**src/rtl/dot_write_scheduler.sv**
```systemverilog
// Queues processor MMIO writes to the dot window and drains them to the VGA dot store during blanking.
// Optional DOT_SCHED_STATS_EN adds drop_count and max_count statistics outputs.
module dot_write_scheduler #(
  parameter int unsigned DEPTH     = 16,
  parameter int unsigned DOT_BASE  = 100,
  parameter int unsigned Y_BASE    = 550,
  parameter int unsigned DOT_TOP   = 999,
  parameter int unsigned MAX_BURST = 8
) (
  input  logic                     clock,
  input  logic                     reset,
  input  logic                     wren,
  input  logic [31:0]              address_dmem,
  input  logic [31:0]              data,
  input  logic                     blank,
  output logic                     dot_wren,
  output logic                     dot_is_y,
  output logic [9:0]               dot_id,
  output logic [31:0]              dot_loc,
  output logic [$clog2(DEPTH):0]   fifo_count,
  output logic                     overflow
`ifdef DOT_SCHED_STATS_EN
  ,
  output logic [15:0]              drop_count,
  output logic [$clog2(DEPTH):0]   max_count
`endif
);

  localparam int unsigned AW = $clog2(DEPTH);
  localparam int unsigned CW = AW + 1;
  localparam int unsigned BW = $clog2(MAX_BURST + 1);

  typedef struct packed {
    logic        is_y;
    logic [9:0]  id;
    logic [31:0] loc;
  } entry_t;

  typedef enum logic [1:0] {
    S_IDLE  = 2'd0,
    S_DRAIN = 2'd1,
    S_HOLD  = 2'd2
  } state_t;

  state_t        r_state;
  state_t        w_state_nxt;
  entry_t        r_mem [DEPTH];
  logic [AW-1:0] r_wr_ptr;
  logic [AW-1:0] r_rd_ptr;
  logic [CW-1:0] r_count;
  logic [CW-1:0] w_count_nxt;
  logic [BW-1:0] r_burst;

  logic          w_hit;
  logic          w_is_y;
  logic [9:0]    w_id;
  logic          w_full;
  logic          w_pop;
  logic          w_push;
  logic          w_drop;
  entry_t        w_head;

  // Address decode of the dot window
  assign w_hit  = wren && (address_dmem >= 32'(DOT_BASE)) && (address_dmem <= 32'(DOT_TOP));
  assign w_is_y = address_dmem >= 32'(Y_BASE);
  assign w_id   = 10'(address_dmem - (w_is_y ? 32'(Y_BASE) : 32'(DOT_BASE)));

  assign w_full      = r_count == CW'(DEPTH);
  assign w_push      = w_hit && (!w_full || w_pop);
  assign w_drop      = w_hit && w_full && !w_pop;
  assign w_count_nxt = r_count + CW'(w_push) - CW'(w_pop);
  assign w_head      = r_mem[r_rd_ptr];

  always_ff @(posedge clock) begin
    if (reset) r_state <= S_IDLE;
    else       r_state <= w_state_nxt;
  end

  always_comb begin
    w_state_nxt = r_state;
    case (r_state)
      S_IDLE:  if (blank && r_count != '0) w_state_nxt = S_DRAIN;
      S_DRAIN: begin
        if (!w_pop) begin
          if (!blank)                           w_state_nxt = S_IDLE;
          else if (r_burst == BW'(MAX_BURST))   w_state_nxt = S_HOLD;
        end
      end
      S_HOLD:  if (!blank) w_state_nxt = S_IDLE;
      default: w_state_nxt = S_IDLE;
    endcase
  end

  always_comb begin
    w_pop = 1'b0;
    if (r_state == S_DRAIN && blank && r_count != '0 && r_burst < BW'(MAX_BURST))
      w_pop = 1'b1;
  end

  // Storage carries no reset; only pointers and count define validity
  always_ff @(posedge clock) begin
    if (w_push && !reset) r_mem[r_wr_ptr] <= '{is_y: w_is_y, id: w_id, loc: data};
  end

  always_ff @(posedge clock) begin
    if (reset) begin
      r_wr_ptr <= '0;
      r_rd_ptr <= '0;
      r_count  <= '0;
      r_burst  <= '0;
      overflow <= 1'b0;
    end else begin
      if (w_push) r_wr_ptr <= r_wr_ptr + AW'(1);
      if (w_pop)  r_rd_ptr <= r_rd_ptr + AW'(1);
      r_count <= w_count_nxt;
      if (r_state == S_IDLE) r_burst <= '0;
      else if (w_pop)        r_burst <= r_burst + BW'(1);
      if (w_drop) overflow <= 1'b1;
    end
  end

  // Registered dot update port; payload holds between pulses
  always_ff @(posedge clock) begin
    if (reset) begin
      dot_wren <= 1'b0;
      dot_is_y <= 1'b0;
      dot_id   <= '0;
      dot_loc  <= '0;
    end else begin
      dot_wren <= w_pop;
      if (w_pop) begin
        dot_is_y <= w_head.is_y;
        dot_id   <= w_head.id;
        dot_loc  <= w_head.loc;
      end
    end
  end

  assign fifo_count = r_count;

`ifdef DOT_SCHED_STATS_EN
  always_ff @(posedge clock) begin
    if (reset) begin
      drop_count <= '0;
      max_count  <= '0;
    end else begin
      if (w_drop && drop_count != 16'hFFFF) drop_count <= drop_count + 16'd1;
      if (w_count_nxt > max_count) max_count <= w_count_nxt;
    end
  end
`endif

endmodule

```
**config.mk**
```make
export PLATFORM = sky130hd
export DESIGN_NAME = dot_write_scheduler
export DESIGN_NICKNAME = d
export VERILOG_FILES = /design/src/rtl/dot_write_scheduler.sv
export SDC_FILE = /design/constraint.sdc
export NUM_CORES = 1
export LEC_CHECK = 0
export CORE_UTILIZATION = 40
export CTS_CLUSTER_SIZE = 24
export DETAILED_ROUTE_END_ITERATION = 7
export SYNTH_ARGS = -nofsm -noshare
export SYNTH_HDL_FRONTEND = slang
export SYNTH_SLANG_ARGS = --single-unit
```
**constraint.sdc**
```tcl
create_clock -name clock -period 6 [get_ports clock]
set_clock_uncertainty 0.15 [all_clocks]
set_input_delay 1.2 -clock clock [delete_from_list [all_inputs] [get_ports clock]]
set_output_delay 1.2 -clock clock [all_outputs]
set_load 0.02 [all_outputs]
```
==> qor.yml <==
worst_setup_path:
  path_cells: "clkdlybuf4s50_1, a211o_1, a21oi_1, nand2_1, nand2_1, nand2_1, ha_1, inv_1, ha_1, or3_1, a31oi_1, xor2_1"
  path_max_fanout: 18
  worstPathArrival_ps: 4690
  slowest_stage: "xor2_1"
  startpoint_type: "input port"
  worstSetupPathType: "in2reg"
  cp_slowest_stage_delay_ps: 870
  crit_required_ps: 6100
  crit_path_end_kind: "flip-flop"
  crit_path_frequent_cell: "nand2_1"
clock_tree:
  cts_sinks: 752
  clkLatencyLatePin_ps: 610
  clk_pin_slew_worst_paths_ps: 60
  cts-htree-levels: 3
  postCtsSetupBuffers: 0
  cts_root_buffer: "clkbuf_16"
  cts_buffers: 80
  cts_tree: "built"
  clockBufferDepth: 3
  hold_buffers: 0
  postCtsResizedCells: 0
timing:
  report.final.hold_viol_count: 0
  max-slew-margin-rel: 0.292
  setup_viol: 0
  period_share: 0.764
  maxSlewViolCount: 0
  holdWs_ps: 323
  max_freq_mhz: 218
  fin_crit_ps: 4590
  setup_tns_ps: 0
  worst_slack_ps: 1410
  rsz0062_at_grt: "false"
  worstMarginPinSlew_ps: 1060
logic_synthesis:
  ys_ff_latch: 752
  synth-async-reset-ratio: 0
  synthDistinctLibCells: 50
  seq_area_frac_synth: 0.772
  syn-instance-count: 1326
  synth_area_leaders: "edfxtp_1, mux4_2, dfxtp_1"
  synth_area_per_cell_um2: 21.4
  syn_nets: 1411
  synth.cell_area_um2: 28400
  synthFlopType: "edfxtp_1"
  yosys_warnings: 0
  synth-edff-count: 688
  yosysTopAreaCell: "edfxtp_1"
  synth_top_area_share: 0.727
floorplan:
  rows: 97
  die_y_um: 269
  coreArea_um2: 70100
  design.portCount: 118
  die_w_um: 269
  floorplan.die_area_um2: 72100
  start_util: 0.405
power_and_ir_drop:
  irDropWorstVdd_v: 0.000193
  leakage_nw: 10.4
  powerDensity_nw_per_um2: 331
finish:
  diodes: 0
  area_growth_pct: 18.2
  finish.utilization: 0.479
  design_area_um2: 33600
  drive_above_1_share: 0.233
  fin_nets: 1583
  layout_commonest_cell: "edfxtp_1"
  layout_common_cells: "edfxtp_1, mux4_2, clkdlybuf4s50_1"
route:
  drt_wl_total_mm: 62.1
  avgViaCountPerCell: 5.48
  drc: 0
  dr.pass1.iters: 5
  postRouteAntennaNets: 0
  wire_per_inst_um: 24.8
  vias: 13706
  drtIter0Drc: 1260
flow_run:
  drv_cap: 0
grt:
  grt_max_degree: 113
  grt_pass1_vias: 14652
  grt_first_pass_wirelength_mm: 93.6
  grt_usage: 0.178
  grt_overflow: 0
  antenna_found_initial: 1
placement:
  port-buffer-count: 117
  routabilityCongestion: 0.744
  place_hpwl_mm: 33.9
  pre_cts_slack_ps: 824
  post_dp_cell_area_um2: 31100
outcome:
  outcome: "complete, no violations"
hold_path:
  hold_path_class: "reg2reg"
[registers in the layout (all words and copies together), names as in the netlist]
signal,count
r_rd_ptr,4
dot_id,10
r_burst,4
dot_wren,1
r_state,2
r_wr_ptr,4
overflow,1
r_mem,688
fifo_count,5
dot_is_y,1
dot_loc,32
[synthesized netlist by cell type, drive strengths merged, types with 7 or more instances]
cell type / instances
edfxtp: 688
nor2: 40
nand2: 51
buf: 30
dfxtp: 64
a22oi: 86
a22o: 43
mux4: 172
a21oi: 7
xor2: 9
clkbuf: 39
inv: 17
ha: 16
[cell families (layout without fill, tap and decap cells)]
family / after synthesis / after routing / synth area share
buf+inv: 86 / 320 / 0.0124
mux: 177 / 177 / 0.138
xor+xnor: 15 / 15 / 0.00462
flops: 752 / 752 / 0.772
compound gates: 150 / 150 / 0.0413
fa+ha+maj: 17 / 17 / 0.00775
simple gates: 129 / 129 / 0.0237
[layout make-up]
class,instances,area [um^2]
fill,5801,36500
sequential,752,21900
multi-input combinational,488,6280
clock buffer,96,2090
timing repair buffer,159,1590
tap,940,1180
clock inverter,48,457
inverter,17,63.8
[per-stage QoR]
stage          total power (W)  instances
2_1_floorplan          0.00621       1326
3_3_place_gp           0.00644       2356
3_5_place_dp           0.00645       2356
4_1_cts                 0.0112       2500
5_1_grt                 0.0115       2500
6_report                0.0111       2500
[worst max-delay path, delay by kind of cell]
kind	cells	cell delay (ps)
AOI/OAI and AO/OA	3	550
xor gates and xnor gates	1	870
adders and majority gates	2	460
buffers and inverters	2	650
and+or+nand+nor	4	950
[worst paths after layout]
check                                      from  cells past startpoint      endpoint  slack [ps]
worst max-delay path            address_dmem[3]                     12  r_mem[4][39]        1410
worst min-delay path                   overflow                      2      overflow         320
worst max register to register    fifo_count[2]                      8  r_mem[3][17]        2400
worst min register to register         overflow                      2      overflow         320
[power breakdown]
part / total, W / switching (W) / leakage, nW / internal (W)
clock: 0.00480 / 0.00197 / 1.23 / 0.00283
combinational: 0.000545 / 0.000282 / 2.39 / 0.000263
sequential: 0.00578 / 0.0000353 / 6.74 / 0.00575
total: 0.0111 / 0.00228 / 10.4 / 0.00885
[layer usage]
layer  track usage  part of all wire
met5             0           0.00021
met3        0.0312             0.063
met2         0.281              0.48
met1         0.253              0.44
met4        0.0531             0.019
Note: power is estimated with default switching activity, not from simulation.
